==> src/rtl/dmem_arbiter.sv <==
// Two-port arbiter in front of the single-port data memory.
// It accepts one access per cycle, checks the address and returns a registered response to the winning port.
module dmem_arbiter #(
    parameter int DEPTH    = 64,
    parameter int AW       = 6,
    parameter bit CPU_PRIO = 1'b0
) (
    input  logic          clk,
    input  logic          reset,
    input  logic          p0_valid,
    input  logic          p0_we,
    input  logic [31:0]   p0_addr,
    input  logic [31:0]   p0_wdata,
    output logic          p0_ready,
    output logic          p0_rsp_valid,
    output logic [31:0]   p0_rsp_rdata,
    output logic          p0_rsp_err,
    input  logic          p1_valid,
    input  logic          p1_we,
    input  logic [31:0]   p1_addr,
    input  logic [31:0]   p1_wdata,
    output logic          p1_ready,
    output logic          p1_rsp_valid,
    output logic [31:0]   p1_rsp_rdata,
    output logic          p1_rsp_err,
    output logic          mem_we,
    output logic          mem_re,
    output logic [AW-1:0] mem_addr,
    output logic [31:0]   mem_wdata,
    input  logic [31:0]   mem_rdata,
    output logic          busy
);

    localparam logic [31:0] DEPTH_W = 32'(DEPTH);

    logic          pointer;   // 0 favours port 0 on a contested cycle
    logic          gnt0;
    logic          gnt1;
    logic          contested;
    logic [31:0]   sel_addr;
    logic [31:0]   sel_wdata;
    logic          sel_we;
    logic          sel_err;
    logic [AW-1:0] sel_idx;

    always_comb begin
        gnt0      = 1'b0;
        gnt1      = 1'b0;
        contested = 1'b0;
        if (!reset) begin
            if (p0_valid && p1_valid) begin
                contested = 1'b1;
                if (CPU_PRIO || !pointer) gnt0 = 1'b1;
                else                      gnt1 = 1'b1;
            end else begin
                gnt0 = p0_valid;
                gnt1 = p1_valid;
            end
        end

        sel_addr  = gnt1 ? p1_addr  : p0_addr;
        sel_wdata = gnt1 ? p1_wdata : p0_wdata;
        sel_we    = gnt1 ? p1_we    : p0_we;
        sel_err   = (sel_addr[1:0] != 2'b00) || ({2'b00, sel_addr[31:2]} >= DEPTH_W);
        sel_idx   = sel_addr[AW+1:2];

        mem_we    = 1'b0;
        mem_re    = 1'b0;
        mem_addr  = '0;
        mem_wdata = '0;
        if ((gnt0 || gnt1) && !sel_err) begin
            mem_addr = sel_idx;
            if (sel_we) begin
                mem_we    = 1'b1;
                mem_wdata = sel_wdata;
            end else begin
                mem_re = 1'b1;
            end
        end
    end

    assign p0_ready = gnt0;
    assign p1_ready = gnt1;
    assign busy     = gnt0 | gnt1;

    always_ff @(posedge clk or posedge reset) begin
        if (reset) begin
            pointer      <= 1'b0;
            p0_rsp_valid <= 1'b0;
            p0_rsp_rdata <= '0;
            p0_rsp_err   <= 1'b0;
            p1_rsp_valid <= 1'b0;
            p1_rsp_rdata <= '0;
            p1_rsp_err   <= 1'b0;
        end else begin
            p0_rsp_valid <= gnt0;
            p1_rsp_valid <= gnt1;
            // rdata/err hold between responses; only the winner's are updated
            if (gnt0) begin
                p0_rsp_err   <= sel_err;
                p0_rsp_rdata <= (!sel_err && !sel_we) ? mem_rdata : '0;
            end
            if (gnt1) begin
                p1_rsp_err   <= sel_err;
                p1_rsp_rdata <= (!sel_err && !sel_we) ? mem_rdata : '0;
            end
            if (contested) pointer <= gnt0;
        end
    end

endmodule

==> config.mk <==
export PLATFORM = sky130hd
export DESIGN_NAME = dmem_arbiter
export DESIGN_NICKNAME = d
export VERILOG_FILES = /design/src/rtl/dmem_arbiter.sv
export SDC_FILE = /design/constraint.sdc
export NUM_CORES = 1
export LEC_CHECK = 0
export CAP_MARGIN = 20
export CORE_AREA = 2 2 108 110
export DETAILED_ROUTE_END_ITERATION = 8
export DIE_AREA = 0 0 110 112
export DONT_BUFFER_PORTS = 1
export SYNTH_ARGS = -nofsm -noshare
export SYNTH_HDL_FRONTEND = slang
export SYNTH_SLANG_ARGS = --single-unit
==> constraint.sdc <==
create_clock -name clk -period 7.4 [get_ports clk]
set_input_delay 0.37 -clock clk [delete_from_list [all_inputs] [get_ports clk]]
set_output_delay 0.37 -clock clk [all_outputs]
set_load 0.02 [all_outputs]
==> impl_metrics.yaml <==
sta:
  setup_ws_ns: 3.67
  worstMarginPinSlew_ns: 0.916
  skew_ns: 0.00586
  finalCriticalPeriod_ns: 3.73
  fin_setup_tns_ns: 0
  slew_violations: 0
  finalCritPeriodShare_pct: 50.4
  rsz0062_at_grt: "false"
  fmax_mhz: 268
  relSlewSlack_pct: 37.7
  finalSetupViolCount: 0
  finalHoldViolations: 0
power:
  p_seq_share_pct: 42.2
  p_clk_share_pct: 48.7
  combPwrFrac_pct: 9.1
  p_sw_mw: 0.224
  internal-power_mw: 0.716
  swShare_pct: 23.8
  power.density_nw_per_um2: 253
  p_leak_nw: 1.77
  peakVddDrop_v: 0.000118
run:
  maxCapViolations: 0
critical_path:
  reg2reg_slack_ns: 3.96
  worst_ep_arrival_time_ns: 3.36
  cp-end-kind: "output pin"
  start_kind: "flip-flop"
  critPathKind: "flip-flop to output pin"
  required_ns: 7.03
  crit_fanout: 53
synth:
  synthCells: 283
  netlist_area_um2: 3240
  syn-num-nets: 449
  ys_seq_area_share_pct: 53.3
  synth_area_per_cell_um2: 11.5
  synth.area.top_cells: "dfrtp_1 53%, a22o_1 17%, mux2i_1 10%, nor3_1 4.9%, nand2_1 2.2%"
  synth_top_area_cell: "dfrtp_1"
  synth.distinct_cells: 28
  yosysWarningCount: 0
  synth_top_area_share_pct: 53.3
  ys_ff_latch: 69
grt:
  grt_max_degree: 70
  gr-usage-met2_pct: 29.4
  grt_pass1_vias: 2464
  grt.busiest_layer: "met2"
  track_usage_pct: 17.6
  grt_use_met1_pct: 20.9
  antenna_found_initial: 1
  grtUsageMet3_pct: 6.21
  overflow: 0
  grt_pass1_wl_mm: 16.0
clocking:
  numClockSinks: 69
  cts_buffers: 9
  cts_resized: 0
  h-tree-depth: 3
  cts_tree: "built"
  ctsHoldBuffers: 0
  post_cts_buffers: 0
  insertion_delay_ns: 0.32
  cts_root_buffer: "clkbuf_16"
  clk_pin_slew_ns: 0.06
  clockBufferDepth: 2
routing:
  dr.pass1.iters: 4
  avgRoutedWirePerCell_um: 26.3
  vias: 2495
  avgViaCountPerCell: 5.90
  drc: 0
  wl_mm: 11.1
  drtAntennaViolNets: 0
  drt_iter0_markers: 171
die:
  ios: 277
  die_h_um: 112
  rows: 39
  dieArea_um2: 12300
  die_x_um: 110
  initial_core_util_pct: 29.0
  core_region_area_um2: 11200
finish:
  nets: 441
  antenna_cells: 0
  area_delta_synth_final_pct: 14.5
  drive_gt1_share_pct: 11.4
  n_fill_cell: 1120
place:
  gp_congestion: 0.951
  dp_slack_ns: 3.96
  dp_hpwl_mm: 8.75
  port_buffers: 0
worst_hold_path:
  min_path_type: "primary input to flip-flop"
outcome:
  status: "finished clean"
cell families (layout without fill, tap and decap cells):
logic type / count (synthesis) / in the layout / share of synthesized area [%]
AOI/OAI and AO/OA: 74 / 74 / 19.0
muxes: 33 / 33 / 10.2
and+or+nand+nor: 79 / 79 / 13.2
xor gates and xnor gates: 1 / 1 / 0.270
DFF: 69 / 69 / 53.3
buffers and inverters: 27 / 24 / 4.05
cells in the mapped netlist:
library cell  instances
o211a_2               1
inv_1                 2
nor4_2                2
inv_2                 1
nor3_4                1
or2b_1                1
a22o_1               64
and3_1                1
nand4_1               2
o21ai_0               2
nor2b_1               1
buf_1                 3
nand3_1               1
a21oi_1               6
nand2_1              19
xnor2_1               1
nand2b_1              1
dfrtp_1              69
or4_1                 1
mux2i_1              33
o21ai_1               1
buf_2                 6
nor3_1               32
or4_4                 2
buf_6                 3
nor4_1               10
clkbuf_1             12
nor2_1                5
critical path, cell delays in order (launching register included):
cell and delay, ns:
dfrtp_1 0.40, nand2b_1 0.18, nand3_4 0.30, buf_16 0.31, inv_2 0.21, nor4_2 0.44, o21ai_2 0.12, buf_4 0.28
nor3_1 0.77
state kept, by name, summed over array words and instances (netlist names):
name	count
p0_rsp_err	1
p0_rsp_rdata	32
p0_rsp_valid	1
p1_rsp_err	1
p1_rsp_rdata	32
p1_rsp_valid	1
pointer	1
per-layer routing:
| layer | part of all wire, % | vias to the layer above |
|---|---|---|
| met5 | 0.11 | - |
| met4 | 2.1 | 2 |
| met3 | 10 | 16 |
| met2 | 50 | 168 |
| met1 | 38 | 1246 |
| li1 | - | 1063 |
layout by cell type (no fill, tap or decap):
cell	n
dfrtp_1	69
a22o_1	64
mux2i_1	32
nor3_1	32
nand2_1	19
nor4_1	10
clkbuf_16	9
a21oi_1	6
nor2_1	5
buf_4	4
inv_2	2
or4_4	2
nand4_1	2
nor4_2	2
o21ai_0	2
clkinv_2	2
bufinv_16	2
nand2b_1	1
nand3_4	1
nor3_4	1
nor2b_1	1
inv_1	1
or4_1	1
mux2i_4	1
o211a_2	1
o21ai_2	1
or2b_1	1
and3_1	1
xnor2_1	1
clkinvlp_4	1
clkinv_4	1
clkbuf_8	1
buf_16	1
final cells by class:
| class | count | area (um^2) | area share, % |
|---|---|---|---|
| inverter | 3 | 11.3 | 0.303 |
| multi-input combinational | 187 | 1410 | 38.0 |
| clock buffer | 10 | 239 | 6.44 |
| clock inverter | 6 | 86.3 | 2.33 |
| tap | 143 | 179 | 4.82 |
| timing repair buffer | 5 | 57.6 | 1.55 |
| sequential | 69 | 1730 | 46.5 |
power by group through the flow:
stage	Combinational (mW)	Sequential (mW)	Clock [mW]
global route	0.0931	0.397	0.492
floorplan	0.0648	0.401	0
finish	0.0854	0.397	0.458
global placement	0.0825	0.403	0
detailed placement	0.0863	0.403	0
CTS	0.0866	0.397	0.472
final timing paths:
check	startpoint	endpoint	cells past startpoint
max	pointer$_DFFE_PP0P_	mem_wdata[29]	8
min	mem_rdata[18]	p0_rsp_rdata[18]$_DFFE_PP0P_	1
max reg2reg	pointer$_DFFE_PP0P_	p0_rsp_rdata[8]$_DFFE_PP0P_	7
min reg2reg	pointer$_DFFE_PP0P_	pointer$_DFFE_PP0P_	1
max in group asynchronous	reset	p1_rsp_rdata[23]$_DFFE_PP0N_	2
min in group asynchronous	reset	pointer$_DFFE_PP0P_	2
stage by stage:
step	instances	cell area, um^2	power (mW)	hold slack (ns)	util (%)
6_report	423	3710	0.940	0.173	33.2
5_1_grt	423	3710	0.982	0.156	33.2
4_1_cts	423	3710	0.956	0.155	33.2
3_5_place_dp	407	3390	0.490	0.483	30.3
3_3_place_gp	406	3360	0.485	0.477	30.1
2_1_floorplan	283	3240	0.466	0.458	-
Note: power is estimated with default switching activity, not from simulation.
